$ cat src/rtl/tx_gearbox_66b32_pkg.sv
// Shared constants for the 66:32 TX gearbox: word/header widths, pause slot,
// FSM state codes and the output bit-reversal helper.
package tx_gearbox_66b32_pkg;

  localparam int SEQ_PAUSE_DEF = 32;
  localparam int HDR_W         = 2;
  localparam int RAW_W         = 32;
  localparam int PUSH_W        = HDR_W + RAW_W;
  localparam int BUF_W         = 66;
  localparam int FILL_W        = 7;
  localparam int LEN_W         = 6;

  localparam logic [0:0] ST_WAIT = 1'b0;
  localparam logic [0:0] ST_RUN  = 1'b1;

  function automatic logic [RAW_W-1:0] bit_rev32(input logic [RAW_W-1:0] w);
    logic [RAW_W-1:0] r;
    for (int i = 0; i < RAW_W; i++) r[i] = w[RAW_W-1-i];
    return r;
  endfunction

endpackage

$ cat src/rtl/tx_gearbox_66b32_gb_shift_buf.sv
// Append/pop bit buffer: new bits land above the held fill, the low 32 bits
// are popped every cycle and the remainder shifts down.
module gb_shift_buf
  import tx_gearbox_66b32_pkg::*;
(
  input  logic              clk_i,
  input  logic              rst_n_i,
  input  logic [PUSH_W-1:0] push_data_i,
  input  logic [LEN_W-1:0]  push_len_i,
  input  logic              clear_i,
  output logic [RAW_W-1:0]  pop_o,
  output logic [FILL_W-1:0] fill_o
);

  logic [BUF_W-1:0]  buf_q, buf_d;
  logic [BUF_W-1:0]  base, work;
  logic [FILL_W-1:0] fill_q, fill_d, fill_base;
  logic [FILL_W:0]   fill_sum;

  // clear discards held bits before this cycle's push, so a relock can load a fresh word
  always_comb begin
    base      = clear_i ? '0 : buf_q;
    fill_base = clear_i ? '0 : fill_q;
    work      = base | ({{(BUF_W-PUSH_W){1'b0}}, push_data_i} << fill_base);
    fill_sum  = {1'b0, fill_base} + {{(FILL_W+1-LEN_W){1'b0}}, push_len_i};
    pop_o     = work[RAW_W-1:0];
    buf_d     = work >> RAW_W;
    fill_d    = (fill_sum >= (FILL_W+1)'(RAW_W)) ? FILL_W'(fill_sum - (FILL_W+1)'(RAW_W)) : '0;
  end

  always_ff @(posedge clk_i or negedge rst_n_i) begin
    if (!rst_n_i) begin
      buf_q  <= '0;
      fill_q <= '0;
    end else begin
      buf_q  <= buf_d;
      fill_q <= fill_d;
    end
  end

  assign fill_o = fill_q;

endmodule

$ cat src/rtl/tx_gearbox_66b32.sv
// 66:32 TX gearbox: locks on sequence 0, packs header+data into a bit buffer
// and emits one registered 32-bit raw word per clock.
module tx_gearbox_66b32
  import tx_gearbox_66b32_pkg::*;
#(
  parameter int SEQ_PAUSE = SEQ_PAUSE_DEF,
  parameter int SEQ_W     = 7,
  parameter int OUT_REV   = 0
) (
  input  logic              clk_i,
  input  logic              rst_n_i,
  input  logic [31:0]       data_i,
  input  logic [5:0]        head_i,
  input  logic [SEQ_W-1:0]  sequence_i,
  output logic [31:0]       data_o,
  output logic              valid_o,
  output logic              seq_err_o,
  output logic [FILL_W-1:0] fill_o
);

  logic [0:0]        state_q, state_d;
  logic [SEQ_W-1:0]  prev_q, prev_d, seq_exp;
  logic [RAW_W-1:0]  data_q, data_d, pop;
  logic              valid_q, valid_d, err_q, err_d;
  logic              mismatch, run_word, clear;
  logic [PUSH_W-1:0] push_data;
  logic [LEN_W-1:0]  push_len;
  logic              unused_head;

  assign unused_head = ^head_i[5:2];

  // A bad value of 0 relocks immediately: the buffer restarts and the word is processed
  always_comb begin
    seq_exp   = (prev_q == SEQ_W'(SEQ_PAUSE)) ? '0 : prev_q + SEQ_W'(1);
    mismatch  = (state_q == ST_RUN) && (sequence_i != seq_exp);
    run_word  = ((state_q == ST_RUN) && !mismatch) || (sequence_i == '0);
    clear     = !((state_q == ST_RUN) && !mismatch);
    push_data = '0;
    push_len  = '0;
    if (run_word && (sequence_i != SEQ_W'(SEQ_PAUSE))) begin
      if (!sequence_i[0]) begin
        push_data = {data_i, head_i[1:0]};
        push_len  = LEN_W'(PUSH_W);
      end else begin
        push_data = {{HDR_W{1'b0}}, data_i};
        push_len  = LEN_W'(RAW_W);
      end
    end
    state_d = run_word ? ST_RUN : ST_WAIT;
    prev_d  = run_word ? sequence_i : prev_q;
    valid_d = run_word;
    err_d   = mismatch;
    data_d  = '0;
    if (run_word) data_d = (OUT_REV != 0) ? bit_rev32(pop) : pop;
  end

  gb_shift_buf u_buf (
    .clk_i       (clk_i),
    .rst_n_i     (rst_n_i),
    .push_data_i (push_data),
    .push_len_i  (push_len),
    .clear_i     (clear),
    .pop_o       (pop),
    .fill_o      (fill_o)
  );

  always_ff @(posedge clk_i or negedge rst_n_i) begin
    if (!rst_n_i) begin
      state_q <= ST_WAIT;
      prev_q  <= '0;
      data_q  <= '0;
      valid_q <= 1'b0;
      err_q   <= 1'b0;
    end else begin
      state_q <= state_d;
      prev_q  <= prev_d;
      data_q  <= data_d;
      valid_q <= valid_d;
      err_q   <= err_d;
    end
  end

  assign data_o    = data_q;
  assign valid_o   = valid_q;
  assign seq_err_o = err_q;

  // Every frame consumes exactly 33 words' worth of bits, so the pause pop must drain the buffer
  assert property (@(posedge clk_i) disable iff (!rst_n_i)
    (run_word && (sequence_i == SEQ_W'(SEQ_PAUSE))) |=> (fill_o == '0));

endmodule

$ cat config.mk
export PLATFORM = sky130hd
export DESIGN_NAME = tx_gearbox_66b32
export DESIGN_NICKNAME = d
export VERILOG_FILES = /design/src/rtl/tx_gearbox_66b32_pkg.sv /design/src/rtl/tx_gearbox_66b32_gb_shift_buf.sv /design/src/rtl/tx_gearbox_66b32.sv
export SDC_FILE = /design/constraint.sdc
export NUM_CORES = 1
export LEC_CHECK = 0
export CORE_MARGIN = 3
export CORE_UTILIZATION = 50
export CTS_BUF_LIST = sky130_fd_sc_hd__clkbuf_8
export DETAILED_ROUTE_END_ITERATION = 10
export PLACE_DENSITY = 0.84
export SYNTH_ARGS = -nofsm -noshare
export SYNTH_HDL_FRONTEND = slang
export SYNTH_SLANG_ARGS = --single-unit
$ cat constraint.sdc
create_clock -name clk_i -period 10.1 [get_ports clk_i]
set_clock_uncertainty 0.1 [all_clocks]
set_input_delay 2.02 -clock clk_i [delete_from_list [all_inputs] [get_ports clk_i]]
set_output_delay 2.02 -clock clk_i [all_outputs]
set_load 0.05 [all_outputs]
==> metrics.txt, run 1 <==
routed length on met2=~12000 um; maxcap violations=0; hold_buf cts=0; TNS Setup=0 ps; crit-path cells=buf_2, buf_4, nor4b_1, a31oi_1, or4_1, nand3_1, and4_2, buf_4, nand2_1, inv_1, ha_1, and3_1, a31oi_1, and2_1, a31o_2, nor4b_1; worst skew pair latency=400 ps; Die H=128.3 um; synth-to-layout area growth=14.40%; Post-synth EDFFs=0; adder-cell share of the synthesized area=less than 1%; area leader, netlist=dfrtp_1; WP data required=10280 ps; vias per cell=6.977; clock share of power=about 35%; clk root buf=clkbuf_8; largest net degree at the start of global routing=64; most frequent cells in the layout=nand2_1, nor2_1, clkdlybuf4s50_1; area share of the largest cell type after synthesis=between 20% and 30%; CP Capture Type=register; metal3 WL=between 2000 and 3000 um; RSZ-0062 raised after global routing=false; sequential-to-total area share from yosys stat=27.43%; clock sinks=between 80 and 90; Leakage Power=about 0.0034 uW; H-tree levels=3; largest family of logic cells by synthesized area=compound AO/OA/AOI/OAI gates; compound-gate portion of the synthesized area=a little under a quarter; number of remaining DRC errors=0; async set-reset flop share out of synthesis=100.0%; Post CTS Setup Buffer Count=0; crit path kind=in -> reg; DPL Wire Length=19780 um; FMAX=~0.15 GHz; commonest non-fill, non-tap cell in the layout=nand2_1; initial core utilization=51.27%; clock tree buffer depth=2; FP Rows=44; switching share of power=approximately 30%; Mapped Nets=just under 1000; CP max-delay cell=buf_4; final WL=between 20000 and 30000 um; routed vias=7961; router iterations before antenna repair=7; initial antenna violation count=0; total grt overflow=0; clock-pin slew on the worst setup and hold paths=roughly 90 ps; CTS tree=yes; RD Place Congestion=just over 1; #FFs+latches synth=82; FF/Latch Area=2056 um2; nets=between 1000 and 1500; min Tclk post-route=roughly 6700 ps; Post-CTS Resized=0; area occupied by multi-input gates=between 5000 and 6000 um2; Tightest Hold Check Type=reg -> reg; Final Cycle Share=between 60 and 70%; diode count=0; net switching power=around 230 uW; top_reg_cell synth=dfrtp_1; M1 WL=around 11000 um; Post-Synth XOR/XNOR Area=about 1.4%; Seq pwr share=approximately 44%; Cells after Synth=approximately 920; Hold Vio Cnt, Final=0; Synth Cell Area=7480 um2; crit path buf inv count=4; top cells by area, synth=dfrtp_1, mux2i_1, mux2_2; crit-path max FO=63; Post-Synth Simple-Gate Area=22.30%; Power Internal=roughly 540 uW; Starting DRT DRC Count=between 1000 and 1500; Top-Level Pins=88; fillers=roughly 1300; Worst Path Arrival=between 6000 and 7000 ps; CTS buffer count=9; Slew @ Worst Pin=1027 ps; # port buffers=83; Logic pwr share=20.4%; maximum vdd ir drop=a little under 0.09 mV; area of the core=14590 um2; Synth cell types=between 80 and 90; Final Power=~770 uW; CP Launch Type=input pin; gate family responsible for the most delay along the worst path=simple AND/OR/NAND/NOR gates; endpoints failing setup=0; Synth warnings=0; Total GRT Usage=33.20%; die area=~16000 um2; top sig layer=met4; outcome=finished clean; synthesized area per cell=between 8 and 9 um2; WL per Instance=~24 um; Max-slew headroom=a little under a third; pwr dens=between 80 and 90 nW/um2; Max Slew Vio Count=0; layout cells sized above 1=approximately 13%; die width=128.3 um; Slowest Stage Delay on Critical Path=approximately 600 ps; first-pass GRT wire length=~42000 um; post-synthesis mux area share=19.67%; vias in the first global route=between 7000 and 8000; Antenna Nets Post-Route=0
-- metal layers --
| layer | vias up | GRT usage, % |
|---|---|---|
| li1 | 3516 | - |
| met1 | 3789 | 43.53 |
| met2 | 527 | 50.35 |
| met3 | 129 | 8.583 |
| met4 | 0 | 17.67 |
| met5 | - | 0 |
-- path summary, 6_finish.rpt --
kind	from	endpoint	slack, ps	cells after the start
max	sequence_i[0]	u_buf.fill_o[0]	3360	16
min	u_buf.buf_q[7]	data_o[7]	360	2
max reg2reg	prev_q[0]	u_buf.fill_o[0]	4700	16
min reg2reg	u_buf.buf_q[7]	data_o[7]	360	2
max in group asynchronous	rst_n_i	u_buf.fill_o[2]	7390	2
min in group asynchronous	rst_n_i	u_buf.buf_q[16]	1450	1
-- final cells by class --
type / instances / share of cell area, %
clock inverters: 7 / 1.097
multi-input cells: 740 / 58.80
repair buffers: 100 / 11.11
flip-flops and latches: 82 / 24.02
inverters: 19 / 0.8335
well taps: 184 / 2.690
clock buffers: 9 / 1.448
-- kinds of logic (layout without fill, tap and decap cells) --
group,after synthesis,after routing
adders and majority gates,5,5
and+or+nand+nor,337,337
buffers and inverters,95,135
xor gates and xnor gates,12,12
AOI/OAI and AO/OA,269,269
muxes,117,117
DFF,82,82
-- worst reg2reg max path, cell delays in order, from the launching register on --
cell	delay, ps
dfrtp_1	500
inv_1	100
ha_1	360
nor4b_1	320
a31oi_1	70
or4_1	430
nand3_1	210
and4_2	250
buf_4	520
nand2_1	480
inv_1	550
ha_1	290
and3_1	170
a31oi_1	140
and2_1	270
a31o_2	290
nor4b_1	260
-- cell usage after synthesis (5+ instances only) --
cell and count:
ha_1 5, o21ai_0 64, nor2b_1 7, nor4_1 7, dfrtp_1 82, a211oi_1 14
mux2_2 40, inv_1 18, xnor2_1 8, nand3_1 37, and3_1 14, o22ai_1 17
nor3_1 28, and2_1 8, clkbuf_1 42, mux2i_1 57, a31oi_1 22, a21oi_1 71
nand2_1 93, a21o_1 8, buf_1 10, nor2_1 89, or3_1 8, mux4_2 19
nand4_1 11, buf_2 21, a22o_1 9
-- sequential cells by signal, indices dropped and copies added, names as in the netlist --
register and cells:
data_o 32, prev_q 7, seq_err_o 1, state_q 1, u_buf.buf_q 34, u_buf.fill_o 7
-- power groups by stage --
stage	Clock, uW	Sequential (uW)	Combinational, uW
final	272	339	157
after CTS	273	339	154
after global placement	0	346	152
after global routing	284	340	169
after floorplan	0	344	96.1
after detailed placement	0	346	154
-- per-stage QoR --
step / hold WS (ps) / utilization [%] / std cells / setup slack [ps] / instance area, um2
global placement: 336.4 / 57.16 / 1125 / 3198 / 8339
finish: 358.4 / 58.65 / 1141 / 3364 / 8557
floorplan: 325.7 / - / 917 / 4820 / 7480
CTS: 364.4 / 58.65 / 1141 / 3492 / 8557
detailed placement: 343.1 / 57.16 / 1125 / 3146 / 8339
global route: 386.5 / 58.65 / 1141 / 3147 / 8557
Note: power is estimated with default switching activity, not from simulation.
==> run 2: changes to the inputs <==
clock period = 6.7 ns   (was 10.1 ns; I/O delays follow)
==> run 2 against run 1 <==
- critical path depth is 2 lower
- sequential share of layout area up 0.14 points
- worst hold slack worse by 3.5 ps
- total power up 40%
- clock power up 19%
- via count shrank 1.5%
- die area unchanged
- largest cell class unchanged
- largest power group unchanged
==> metrics.txt, run 2 (synthesis results as in run 1) <==
outcome=finished clean; WL per Instance=roughly 24 um; largest net degree at the start of global routing=83; Slew @ Worst Pin=between 1000 and 1500 ps; Max-slew headroom=between 20% and 30%; CTS tree=yes; first-pass GRT wire length=approximately 42000 um; synth-to-layout area growth=13.73%; vias per cell=around 7; maxcap violations=0; Max Slew Vio Count=0; FP Rows=44; hold_buf cts=0; Worst Path Arrival=roughly 5400 ps; number of remaining DRC errors=0; Largest register FFs=34; TNS Setup=0 ps; Antenna Nets Post-Route=0; vias in the first global route=between 7000 and 8000; RSZ-0062 raised after global routing=false; endpoints failing setup=0; Final Power=between 1000 and 1500 uW; DPL Wire Length=between 15000 and 20000 um; routed vias=between 7000 and 8000; initial core utilization=roughly half; min Tclk post-route=between 5000 and 6000 ps; initial antenna violation count=0; clock sinks=a little over 80; Top-Level Pins=slightly below 90; Post-CTS Resized=0; nets=about 1000; worst skew pair latency=380 ps; Worst Reg2Reg Path Length in Cells=15; total grt overflow=0; # port buffers=just over 80; r2r startpoint=prev_q[0]; CP Capture Type=register; H-tree levels=3; WP data required=approximately 6900 ps; CTS buffer count=9; area of the core=about 15000 um2; Hold EP=data_o[3]; FMAX=around 0.19 GHz; Total GRT Usage=32.60%; clock-pin slew on the worst setup and hold paths=90 ps; Hold Vio Cnt, Final=0; clk root buf=clkbuf_8; maximum vdd ir drop=between 0.15 and 0.2 mV; Biggest register=u_buf.buf_q; fillers=approximately 1300; diode count=0; pwr dens=around 130 nW/um2; Post CTS Setup Buffer Count=0; Hold Path Origin=u_buf.buf_q[3]; Starting DRT DRC Count=1150; worst hold path cell count=2; crit-path max FO=12; die width=~130 um; most frequent cells in the layout=nand2_1, nor2_1, clkdlybuf4s50_1; crit path from=sequence_i[1]; final WL=between 20000 and 30000 um; commonest non-fill, non-tap cell in the layout=nand2_1; Tightest Hold Check Type=reg -> reg; crit path kind=in -> reg; reg-to-reg endpoint=u_buf.fill_o[0]; Leakage Power=about 0.0034 uW; Reg2Reg Setup Slack=between 1500 and 2000 ps; CP Launch Type=input pin; die area=roughly 16000 um2; Die H=~130 um; layout cells sized above 1=between 10 and 15%; router iterations before antenna repair=6; Final Cycle Share=77.93%; clock tree buffer depth=2; RD Place Congestion=just under 1
run 2: stage by stage:
| step | cells | utilization, % | area [um2] | setup WS [ps] | hold WS (ps) |
|---|---|---|---|---|---|
| final | 1140 | 58.31 | 8507 | 1478 | 354.9 |
| after global routing | 1140 | 58.31 | 8507 | 1231 | 381.1 |
| after CTS | 1140 | 58.31 | 8507 | 1609 | 361.3 |
| after detailed placement | 1125 | 57.16 | 8339 | 1206 | 340.4 |
| after global placement | 1125 | 57.16 | 8339 | 1294 | 334.9 |
| after floorplan | 917 | - | 7480 | 2100 | 325.7 |
run 2: power by group:
group          total, uW  switching (uW)  leakage, uW  internal, uW
clock                325             192    0.0000854           134
combinational        235             136      0.00215          99.2
sequential           511            10.3      0.00113           501
run 2: cell type report:
type                            instances  area, um2  share of cell area [%]
Clock inverter                          6      43.79                  0.5148
Timing Repair Buffer                  100      950.9                   11.18
Clock buffer                            9      123.9                   1.456
Inverter                               19      71.32                  0.8384
Multi-Input combinational cell        740       5031                   59.14
Sequential cell                        82       2056                   24.17
Tap cell                              184      230.2                   2.706
run 2: worst max-delay path, stage by stage:
cell,delay (ps)
clkdlybuf4s50_1,510
nor4b_1,320
a31oi_1,60
or4_1,430
nand3_1,220
and4_2,310
nand2_1,300
inv_1,530
ha_1,280
and3_1,170
a31oi_1,130
and2_1,260
a31o_2,280
nor4b_1,240
run 2: worst max path at each step:
stage / endpoint / slack (ps) / cells after the start
after floorplan: u_buf.fill_o[0] / 2100 / 17
after global placement: u_buf.fill_o[0] / 1290 / 14
after detailed placement: u_buf.fill_o[0] / 1210 / 14
after CTS: u_buf.fill_o[0] / 1610 / 14
after global routing: u_buf.fill_o[0] / 1230 / 14
final: u_buf.fill_o[0] / 1480 / 14
run 2: per-layer routing:
layer	vias to the layer above	global-route usage [%]	routed length, um
met1	3701	43.56	10410
met4	0	17.48	1481
met3	107	7.625	2919
met5	-	0	0
met2	534	48.97	12000
li1	3502	-	-
==> run 3: changes to the inputs <==
clock period = 5.1 ns   (was 6.7 ns; I/O delays follow)
==> run 3 against run 2 <==
- sequential cell count unchanged
- worst hold slack improved by 6.2 ps
- worst setup slack lost 790 ps
- critical path depth shrank 1
- largest cell class unchanged
- highest routed layer unchanged
- combinational power up 34%
- non-clock buffer count up 31
- global-route usage up 2.3 points
- critical endpoint unchanged
==> metrics.txt, run 3 (synthesis results as in run 1) <==
Biggest register=u_buf.buf_q; CTS tree=yes; CTS buffer count=9; Max Slew Vio Count=0; synth-to-layout area growth=17.23%; WP data required=~5200 ps; worst skew pair latency=around 380 ps; clock tree buffer depth=2; outcome=finished clean; DPL Wire Length=approximately 21000 um; min Tclk post-route=between 4000 and 5000 ps; WL per Instance=roughly 24 um; Post CTS Setup Buffer Count=0; switching share of power=between 30% and 40%; router iterations before antenna repair=6; area occupied by multi-input gates=between 5000 and 6000 um2; met3 usage=roughly a tenth; clock-pin slew on the worst setup and hold paths=80 ps; Post-CTS Resized=0; Tightest Hold Check Type=reg -> reg; Antenna Nets Post-Route=0; clock share of power=31.9%; CP Launch Type=input pin; M2 GR Usage=between 50% and 60%; Worst Reg2Reg Path Length in Cells=15; Final Cycle Share=between 80% and 90%; TNS Setup=0 ps; diode count=0; RD Place Congestion=between 1 and 1.5; first-pass GRT wire length=between 40000 and 50000 um; die area=about 16000 um2; H-tree levels=3; RSZ-0062 raised after global routing=false; crit-path max FO=7; pwr dens=about 170 nW/um2; area of the core=14590 um2; hold_buf cts=0; Starting DRT DRC Count=about 1500; initial antenna violation count=0; endpoints failing setup=0; Power Internal=between 1000 and 1500 uW; initial core utilization=51.27%; clk root buf=clkbuf_8; pre-CTS setup slack=roughly 380 ps; FF/Latch Area=2056 um2; CP max-delay cell=or4_1; maximum vdd ir drop=between 0.15 and 0.2 mV; vias in the first global route=between 7000 and 8000; fillers=1308; Slowest Stage Delay on Critical Path=around 590 ps; total grt overflow=0; Seq pwr share=between 40% and 50%; clock sinks=between 80 and 90; Max-slew headroom=between 20 and 30%; FMAX=about 0.23 GHz; layout cells sized above 1=15.50%; die width=~130 um; Die H=between 100 and 150 um; Logic pwr share=21.8%; Largest register FFs=34; FP Rows=44; Top-Level Pins=88; # port buffers=a little over 80; Leakage Power=about 0.0035 uW; vias per cell=between 6 and 7; most frequent cells in the layout=nand2_1, nor2_1, clkdlybuf4s50_1; largest net degree at the start of global routing=between 50 and 60; GRT busiest layer=met2; commonest non-fill, non-tap cell in the layout=nand2_1; Worst Path Arrival=~4500 ps; net switching power=approximately 440 uW; worst hold path cell count=2; CP Capture Type=register; Total GRT Usage=about a third; final worst slack=between 600 and 700 ps; routed vias=8190; nets=about 1000; crit-path cells=clkdlybuf4s50_1, or3_1, or4_1, nand2_1, nor4_2, o21ai_1, inv_1, ha_1, and3_1, a31oi_1, and2_1, a31o_2, nor4b_1; maxcap violations=0; final WL=between 20000 and 30000 um; number of remaining DRC errors=0; Hold Vio Cnt, Final=0; Slew @ Worst Pin=around 1100 ps; crit path kind=in -> reg; M1 GR Usage=a little under half
run 3: cell types whose count changed in the layout (fill, tap and decap cells not counted):
cell,change
buf_12,+1
buf_4,+30
bufinv_16,+1
clkinv_4,-1
inv_1,+1
inv_6,-1
run 3: power groups by stage:
| stage | Clock [uW] | Combinational, uW | Sequential, uW |
|---|---|---|---|
| after floorplan | 0 | 190 | 682 |
| after global placement | 0 | 304 | 683 |
| after detailed placement | 0 | 308 | 684 |
| after CTS | 470 | 309 | 671 |
| after global routing | 497 | 341 | 673 |
| final | 463 | 316 | 671 |
run 3: per-layer routing:
layer  up-vias  wire (um)  part of all wire (%)
met5         -          0                     0
met4         0       1407                   4.9
met3       124       3540                    12
met2       687      12740                    44
met1      3810      10990                    38
li1       3569          -                     -
run 3: worst paths after layout:
| kind | start | end | slack (ps) |
|---|---|---|---|
| max in group asynchronous | rst_n_i | u_buf.fill_o[1] | 3450 |
| worst max-delay path | sequence_i[1] | u_buf.fill_o[0] | 690 |
| worst min register to register | u_buf.buf_q[17] | data_o[17] | 360 |
| min in group asynchronous | rst_n_i | data_o[20] | 580 |
| worst max register to register | prev_q[0] | u_buf.fill_o[0] | 910 |
| worst min-delay path | u_buf.buf_q[17] | data_o[17] | 360 |
run 3: area by class of cell:
cell class	count	share of cell area (%)
flip-flops and latches	82	23.44
well taps	184	2.626
multi-input cells	740	57.38
repair buffers	131	13.64
inverters	19	0.8134
clock buffers	9	1.413
clock inverters	6	0.6849
run 3: stage by stage:
| step | util [%] | power [uW] | instances | hold WS, ps | area [um2] |
|---|---|---|---|---|---|
| final | 60.10 | 1451 | 1171 | 361.1 | 8768 |
| after detailed placement | 58.84 | 992.1 | 1156 | 344.4 | 8584 |
| after CTS | 60.10 | 1451 | 1171 | 357.8 | 8768 |
| after global routing | 60.10 | 1511 | 1171 | 389.6 | 8768 |
| after floorplan | - | 872.3 | 917 | 325.7 | 7480 |
| after global placement | 58.84 | 986.8 | 1156 | 334.8 | 8584 |
run 3: worst max-delay path: cells and delay by family:
family	cells	cell delay (ps)
fa+ha+maj	1	260
compound gates	3	930
buf+inv	2	670
simple gates	7	1670
